**src/rtl/word_packer.sv**
```systemverilog
// Slot-indexed chunk packer: writes BUS_SIZE-bit chunks into slot k of a
// NUM_BLOCKS*BUS_SIZE word (slot 0 = LSBs) and hands the full word off over valid/ready.
module word_packer #(
   parameter int BITS_ENABLES = 2,
   parameter int BUS_SIZE     = 8,
   parameter int NUM_BLOCKS   = 2**BITS_ENABLES
) (
   input  logic                           i_clk,
   input  logic                           i_reset,
   input  logic                           i_valid,
   input  logic [BUS_SIZE-1:0]            i_data,
   output logic                           o_ready,
   input  logic                           i_flush,
   output logic                           o_valid,
   input  logic                           i_ready,
   output logic [NUM_BLOCKS*BUS_SIZE-1:0] o_data,
   output logic [BITS_ENABLES-1:0]        o_slot
);

   localparam int WORD_W = NUM_BLOCKS * BUS_SIZE;
   localparam logic [BITS_ENABLES-1:0] SLOT_ZERO = BITS_ENABLES'(0);
   localparam logic [BITS_ENABLES-1:0] SLOT_ONE  = BITS_ENABLES'(1);
   localparam logic [BITS_ENABLES-1:0] SLOT_LAST = BITS_ENABLES'(NUM_BLOCKS - 1);

   typedef enum logic [0:0] {
      ST_FILL = 1'b0,
      ST_FULL = 1'b1
   } state_e;

   state_e                   state_q, state_d;
   logic [WORD_W-1:0]        data_q, data_d;
   logic [BITS_ENABLES-1:0]  slot_q, slot_d;
   logic                     ready;
   logic                     accept;

   // State register with synchronous active-low reset.
   always_ff @(posedge i_clk) begin
      if (!i_reset) begin
         state_q <= ST_FILL;
         data_q  <= {WORD_W{1'b0}};
         slot_q  <= SLOT_ZERO;
      end else begin
         state_q <= state_d;
         data_q  <= data_d;
         slot_q  <= slot_d;
      end
   end

   // Ready is combinational so a chunk can be taken in the same cycle the word leaves.
   always_comb begin
      ready  = i_reset & ((state_q != ST_FULL) | i_ready);
      accept = i_valid & ready & ~i_flush;
   end

   // Next-state logic; flush overrides both accept and handoff.
   always_comb begin
      state_d = state_q;
      data_d  = data_q;
      slot_d  = slot_q;
      if (i_flush) begin
         state_d = ST_FILL;
         data_d  = {WORD_W{1'b0}};
         slot_d  = SLOT_ZERO;
      end else begin
         case (state_q)
            ST_FILL: begin
               if (accept) begin
                  data_d[int'(slot_q)*BUS_SIZE +: BUS_SIZE] = i_data;
                  slot_d = slot_q + SLOT_ONE;
                  if (slot_q == SLOT_LAST) begin
                     state_d = ST_FULL;
                  end else begin
                     state_d = ST_FILL;
                  end
               end else begin
                  state_d = ST_FILL;
               end
            end
            ST_FULL: begin
               if (i_ready) begin
                  // Handoff: the next word starts from a cleared register.
                  state_d = ST_FILL;
                  data_d  = {WORD_W{1'b0}};
                  if (accept) begin
                     data_d[BUS_SIZE-1:0] = i_data;
                     slot_d = SLOT_ONE;
                  end else begin
                     slot_d = SLOT_ZERO;
                  end
               end else begin
                  state_d = ST_FULL;
               end
            end
            default: begin
               state_d = ST_FILL;
               data_d  = {WORD_W{1'b0}};
               slot_d  = SLOT_ZERO;
            end
         endcase
      end
   end

   // Output decode; everything but o_ready comes straight from flops.
   always_comb begin
      o_ready = ready;
      o_valid = (state_q == ST_FULL);
      o_data  = data_q;
      o_slot  = slot_q;
   end

endmodule

```
**config.mk**
```make
export PLATFORM = sky130hd
export DESIGN_NAME = word_packer
export DESIGN_NICKNAME = d
export VERILOG_FILES = /design/src/rtl/word_packer.sv
export SDC_FILE = /design/constraint.sdc
export NUM_CORES = 1
export LEC_CHECK = 0
export CORE_MARGIN = 2
export CORE_UTILIZATION = 49
export DETAILED_ROUTE_END_ITERATION = 10
export GPL_TIMING_DRIVEN = 0
export PLACE_DENSITY_LB_ADDON = 0.08
export SETUP_SLACK_MARGIN = 0.05
export SYNTH_ARGS = -nofsm -noshare
export SYNTH_HDL_FRONTEND = slang
export SYNTH_SLANG_ARGS = --single-unit
```
**constraint.sdc**
```tcl
create_clock -name i_clk -period 4.3 [get_ports i_clk]
set_clock_uncertainty 0.1 [all_clocks]
set_input_delay 1.29 -clock i_clk [delete_from_list [all_inputs] [get_ports i_clk]]
set_output_delay 1.29 -clock i_clk [all_outputs]
set_load 0.02 [all_outputs]
```
## Word-level counts from Yosys, hierarchy flattened

Index checks and enable logic that the tools add are counted.

- Flip-flop bits (word level): 35
- Input port bits: 13
- Output and inout port bits: 36
- Word-level logic and storage cells: 32

- Add/sub/neg operators: 2
- Equality and inequality tests: 3
- Shift-type cells: 2
- Multiplexer cells: 13
- Bitwise logic cells: 7
- Reduce and logical (&&, ||, !) cells: 2

Operators by type and width:

| cell | number |
|---|---|
| two-way mux 32 bit | 2 |
| one-hot mux 32 bit (2 select lines) | 1 |
| negator 5 -> 33 bit | 1 |
| variable shift 8 x 33 -> 32 bit, first input constant | 1 |
| indexed part select 8 x 33 -> 32 bit | 1 |
| bitwise mux 32 bit | 1 |
| two-way mux 8 bit | 1 |
| two-way mux 1 bit | 4 |
| two-way mux 2 bit | 2 |
| inequality test 2 bit, second input constant | 2 |
| one-hot mux 2 bit (2 select lines) | 1 |
| bitwise AND 1 bit | 3 |
| NOT 1 bit | 3 |
| adder 2 x 1 -> 2 bit, second input constant | 1 |
| == test 2 bit, second input constant | 1 |
| one-hot mux 1 bit (2 select lines) | 1 |
| AND reduction 2 bit | 1 |
| OR reduction 2 bit | 1 |
| OR 1 bit | 1 |

## Longest topological paths before layout

Gate-level depths: netlist of the first run.

- Word-level depth: 8
- Gate-level depth with buffers: 7
- Gate-level depth less buffers: 6

## Worst setup path before layout of the first run

Ideal clock, no wire load.

- Path kind: input to output
- Start point: in i_ready
- End point: out o_ready
- Arrival time: 1.750 ns
- Required time: 2.910 ns
- Slack: 1.160 ns
- Cell stages on the path: 2
- Path buffers: 0
- Cell sequence: or2b_1 > and2_1

- Longest elaborated chain between the ends: 2

RTL lines:

| what | RTL line | RTL |
|---|---|---|
| start, declared | 15 | `input logic i_ready,` |
| OR 1 bit | 51 | `ready = i_reset & ((state_q != ST_FULL) \| i_ready);` |
| bitwise AND 1 bit | 51 |  |
| end, declared | 12 | `output logic o_ready,` |

Every way passes these cells.

## Worst setup path after layout of the first run

Ends and elaborated chain as after synthesis.

==> results.yml, run 1 <==
clock_tree:
  cts_root_buffer: "clkbuf_4"
  cts_resized: 0
  cts_buffer_depth: 2
  clk_pin_slew_ns: 0.11
  clk_latency_ns: 0.34
  h-tree-depth: 2
  cts_made_buffers: 5
  cts_tree: "done"
  ctsHoldBuffers: 0
  cts_setup_buffers: 0
  cts_num_sinks: 35
worst_setup_path:
  setup.worst_path.class: "in -> out"
  cp_max_fo: 4
  cp.arrival_ns: 2.70
  worstSetupEndpointType: "primary output"
  required_ns: 2.91
  start_kind: "primary input"
  r2r_slack_ns: 2.21
power_and_ir_drop:
  intPower_uw: 485
  switching_share_pct: 22.7
  ir_drop_v: 0.000229
  p_seq_share_pct: 52.2
  combPwrFrac_pct: 8.1
  powerDensity_nw_per_um2: 289
  p_leak_nw: 0.723
  switching_power_uw: 143
  clkPwrFrac_pct: 39.7
timing:
  finalCritPeriodShare_pct: 95.2
  finalSetupViolCount: 0
  hold_ws_ns: 0.362
  drv_slew: 0
  period_minus_slack_ns: 4.09
  max_freq_mhz: 244
  timing.final.ws_setup_ns: 0.205
  finalHoldViolCount: 0
  fin_setup_tns_ns: 0
  tightest_slew_ns: 0.472
  slew_headroom_pct: 68.6
  rsz0062_at_grt: "false"
global_route:
  grt_max_degree: 12
  grt-ovfl-total: 0
  antenna_found_initial: 0
  grt_pass1_wl_microns: 6310
  grt_pass1_vias: 1424
  track_usage_pct: 23.8
yosys:
  ys.flop_type: "dfxtp_1"
  synth_edf_count: 0
  synth_most_common_cell: "dfxtp_1"
  synth_area_leader_cell: "dfxtp_1"
  syn_area_per_cell_sq_um: 8.65
  ys_seq_area_share_pct: 45.2
  synth_commonest_cells: "35 x dfxtp_1, 34 x nand2_1, 34 x nand3_1"
  netlist_area_sq_um: 1550
  ys.warnings.count: 0
  synth_cell_types: 27
  synth-seq-cells: 35
  synth.area.top_cells: "dfxtp_1 45%, nand3_1 11%, a21oi_1 8.4%"
  synthDominantCellAreaShare_pct: 45.2
  synth_fp_nets: 197
  syn_inst: 179
  async_reset_ff_share_pct: 0
detailed_routing:
  wl_per_cell_microns: 14.1
  viasPerCell: 5.30
  wl_microns: 3930
  first_iter_violations: 60
  drc: 0
  drt_first_pass_iters: 4
  postRouteAntennaNets: 0
  vias: 1478
placed_design:
  pre_cts_ws_ns: 0.213
  place_inst: 271
  place_area_sq_um: 2080
  port_buffers: 48
  dp_hpwl_microns: 2860
  place_congestion: 0.804
die:
  die-height_microns: 60.2
  initial_utilization_pct: 51.2
  coreArea_sq_um: 3030
  io_pins: 49
  die-area_sq_um: 3630
  rows: 20
  fp.dieW_microns: 60.2
finish:
  final_nets: 252
  seqCellArea_sq_um: 701
  multi_input_area_sq_um: 787
  drive_gt1_share_pct: 12.3
  fillers: 246
  syn_to_final_growth_pct: 40.1
  finish.instance_area_sq_um: 2170
  n_antenna_cell: 0
  instances_no_fill: 279
status:
  status: "complete, no violations"
hold_path:
  hold_class: "reg -> reg"
run:
  max-cap-violations: 0
==> worst paths after layout <==
check	startpoint	end	cells past startpoint
worst min register to register	o_data[28]	o_data[28]	2
worst max-delay path	i_ready	o_ready	4
worst min-delay path	o_data[28]	o_data[28]	2
worst max register to register	o_slot[0]	o_data[17]	7
==> metrics by stage <==
stage | power (mW) | utilization (%)
detailed placement | 0.384 | 68.8
global route | 0.651 | 71.7
floorplan | 0.359 | -
CTS | 0.631 | 71.7
global placement | 0.383 | 68.8
finish | 0.627 | 71.7
==> logic make-up after synthesis <==
| group | share of synthesized area [%] |
|---|---|
| AOI/OAI and AO/OA | 21.4 |
| adders and majority gates | 4.04 |
| buffers and inverters | 3.96 |
| DFF | 45.2 |
| and+or+nand+nor | 25.4 |
==> per-layer routing <==
layer | track usage [%] | vias to the layer above | routed length, microns
met4 | 10.8 | 0 | 78
met3 | 6.49 | 7 | 202
met1 | 29.8 | 690 | 1760
li1 | - | 731 | -
met2 | 37.7 | 50 | 1890
met5 | 0 | - | 0
==> registers in the layout, summed over array words and instances, names as in the netlist <==
signal,cells
o_data,32
o_valid,1
o_slot,2
==> layout make-up <==
type	count	share of cell area, %
multi-input combinational	132	36.3
sequential	35	32.3
timing repair buffer	48	22.1
tap	44	2.54
buffer	10	2.48
clock buffer	6	2.36
clock inverter	2	1.61
inverter	2	0.346
==> cells in the final DEF (no fill, tap or decap), types with 2 or more instances in the layout <==
master / count
inv_1: 2
nand3_1: 34
dfxtp_1: 35
clkdlybuf4s50_1: 48
ha_1: 5
o21ai_0: 2
a21o_2: 3
clkbuf_4: 5
nor2_1: 2
nand2_1: 34
a21oi_1: 26
and4_1: 2
buf_6: 2
o21ai_2: 8
a21oi_4: 4
clkbuf_1: 7
==> critical path, stage by stage <==
cell and delay, ns:
clkdlybuf4s50_1 0.43, or2b_1 0.29, and2_1 0.17, clkdlybuf4s50_1 0.53
==> power by group through the flow <==
stage / registers (mW) / clock network (mW) / logic, mW
6_report: 0.327 / 0.249 / 0.0509
3_3_place_gp: 0.334 / 0 / 0.0490
5_1_grt: 0.328 / 0.269 / 0.0549
3_5_place_dp: 0.334 / 0 / 0.0499
2_1_floorplan: 0.336 / 0 / 0.0233
4_1_cts: 0.327 / 0.253 / 0.0505
Power figures use the tool's default switching activity.
==> run 2, diff against run 1 <==
--- a/config.mk
+++ b/config.mk
@@ -5,12 +5,14 @@
 export SDC_FILE = /design/constraint.sdc
 export NUM_CORES = 1
 export LEC_CHECK = 0
+export CAP_MARGIN = 20
 export CORE_MARGIN = 2
 export CORE_UTILIZATION = 49
 export DETAILED_ROUTE_END_ITERATION = 10
 export GPL_TIMING_DRIVEN = 0
 export PLACE_DENSITY_LB_ADDON = 0.08
 export SETUP_SLACK_MARGIN = 0.05
+export SKIP_LAST_GASP = 1
 export SYNTH_ARGS = -nofsm -noshare
 export SYNTH_HDL_FRONTEND = slang
 export SYNTH_SLANG_ARGS = --single-unit
==> results of run 2 <==
Final layout, timing and power as in run 1 (identical DEF).
==> run 3, diff against run 2 <==
--- a/config.mk
+++ b/config.mk
@@ -7,7 +7,7 @@
 export LEC_CHECK = 0
 export CAP_MARGIN = 20
 export CORE_MARGIN = 2
-export CORE_UTILIZATION = 49
+export CORE_UTILIZATION = 30
 export DETAILED_ROUTE_END_ITERATION = 10
 export GPL_TIMING_DRIVEN = 0
 export PLACE_DENSITY_LB_ADDON = 0.08
==> run 3 against run 2 <==
Total power up 2.2%; design area increased by 2.1%; critical path depth unchanged; fmax is 0.26% higher; register-to-register slack improved by 0.02 ns; combinational power is 3% higher; core utilization shrank 28 points; die area up 59%; highest routed layer unchanged.
==> results.yml, run 3 (synthesis gave the netlist of run 1 again) <==
worst_setup_path:
  crit_cells: 4
  worstSetupEndpointType: "primary output"
  required_ns: 2.91
  crit_chain: "clkdlybuf4s50_1, or2b_1, and2_1, clkdlybuf4s50_1"
  cp_top_family: "buffers and inverters"
  cp_max_fo: 4
  crit_path_end: "o_ready"
  slowest_stage: "clkdlybuf4s50_1"
  r2r_cells: 7
  cpPeakStageDelay_ns: 0.53
  start_kind: "primary input"
  r2r_start: "o_slot[0]"
  crit_path_start: "i_ready"
  cpMostUsedCell: "clkdlybuf4s50_1"
  cp_num_buf_inv: 2
  setup.worst_path.class: "in -> out"
  r2r_slack_ns: 2.23
  cp.arrival_ns: 2.69
  reg2reg_to: "o_data[17]"
clock_tree:
  cts_tree: "done"
  clk_pin_slew_ns: 0.06
  h-tree-depth: 2
  cts_root_buffer: "clkbuf_8"
  cts_num_sinks: 35
  cts_setup_buffers: 0
  clk_latency_ns: 0.29
  cts_buffer_depth: 2
  cts_resized: 0
  ctsHoldBuffers: 0
  cts_made_buffers: 5
placed_design:
  place_congestion: 0.716
  dp_hpwl_microns: 2920
  port_buffers: 48
  place_inst: 297
timing:
  period_minus_slack_ns: 4.08
  slew_headroom_pct: 65.9
  hold_ws_ns: 0.351
  max_freq_mhz: 245
  drv_slew: 0
  tightest_slew_ns: 0.512
  finalCritPeriodShare_pct: 95.0
  finalHoldViolCount: 0
  fin_setup_tns_ns: 0
  finalSetupViolCount: 0
  rsz0062_at_grt: "false"
global_route:
  antenna_found_initial: 0
  grt_max_degree: 11
  track_usage_pct: 15.7
  grt_pass1_wl_microns: 6600
  grt-ovfl-total: 0
  grt_pass1_vias: 1339
finish:
  n_antenna_cell: 0
  final_util_pct: 44.0
  fillers: 527
  final_nets: 252
  instances_no_fill: 305
  layout_commonest_cell: "clkdlybuf4s50_1"
  largest_register_ffs: 32
  layout_common_cells: "48 x clkdlybuf4s50_1, 35 x dfxtp_1, 34 x nand2_1, 34 x nand3_1, 26 x a21oi_1"
  drive_gt1_share_pct: 11.9
  syn_to_final_growth_pct: 43.1
power_and_ir_drop:
  powerDensity_nw_per_um2: 289
  switching_power_uw: 148
  p_seq_share_pct: 51.0
  intPower_uw: 493
  ir_drop_v: 0.000161
  total_power_uw: 641
  combPwrFrac_pct: 8.1
  switching_share_pct: 23.0
  clkPwrFrac_pct: 40.8
  p_leak_nw: 0.726
detailed_routing:
  viasPerCell: 4.67
  first_iter_violations: 73
  postRouteAntennaNets: 0
  wl_per_cell_microns: 13.8
  wl_microns: 4210
  drt_first_pass_iters: 4
  vias: 1425
  drc: 0
die:
  io_pins: 49
  fp.dieW_microns: 75.9
  coreArea_sq_um: 5040
  rows: 26
  die-area_sq_um: 5750
  die-height_microns: 75.9
  initial_utilization_pct: 30.7
hold_path:
  hold_class: "reg -> reg"
run:
  max-cap-violations: 0
status:
  status: "complete, no violations"
## run 3: area by class of cell
cell class,count,area [sq um],area share [%]
Tap cell,70,87.6,3.95
Multi-Input combinational cell,132,787,35.5
Inverter,2,7.51,0.339
Clock buffer,8,100,4.51
Buffer,10,53.8,2.43
Sequential cell,35,701,31.6
Timing Repair Buffer,48,480,21.7
## run 3: worst min-delay path by stage
stage               startpoint          to  slack, ns  cells past startpoint
detailed placement  o_data[11]  o_data[11]       0.35                      2
global route         o_data[9]   o_data[9]       0.37                      2
finish              o_data[11]  o_data[11]       0.35                      2
global placement    o_data[10]  o_data[10]       0.34                      2
floorplan           o_data[10]  o_data[10]       0.43                      2
CTS                 o_data[11]  o_data[11]       0.36                      2
## run 3: through the flow
step / setup WS [ns] / area (sq um)
3_3_place_gp: 0.209 / 2120
2_1_floorplan: 1.16 / 1550
5_1_grt: 0.129 / 2220
6_report: 0.216 / 2220
3_5_place_dp: 0.202 / 2120
4_1_cts: 0.200 / 2220
## run 3: power by group through the flow
stage | logic (mW) | clock network [mW] | registers (mW)
after floorplan | 0.0233 | 0 | 0.336
after global placement | 0.0531 | 0 | 0.334
after detailed placement | 0.0528 | 0 | 0.334
after CTS | 0.0531 | 0.270 | 0.327
after global routing | 0.0570 | 0.282 | 0.327
final | 0.0522 | 0.262 | 0.327
## run 3: metal layers
metal,global-route usage [%],vias up,share of wire [%]
met1,22.8,647,51
met5,0,-,0
met3,4.76,4,5.6
li1,-,735,-
met4,4.09,0,0.59
met2,22.4,39,43
## run 3: tightest hold or removal path: cells and delay by family (launching register included)
kind             cells  cell delay (ns)
AO/OA/AOI/OAI        1             0.05
flip-flops           1             0.31
AND/OR/NAND/NOR      1             0.05
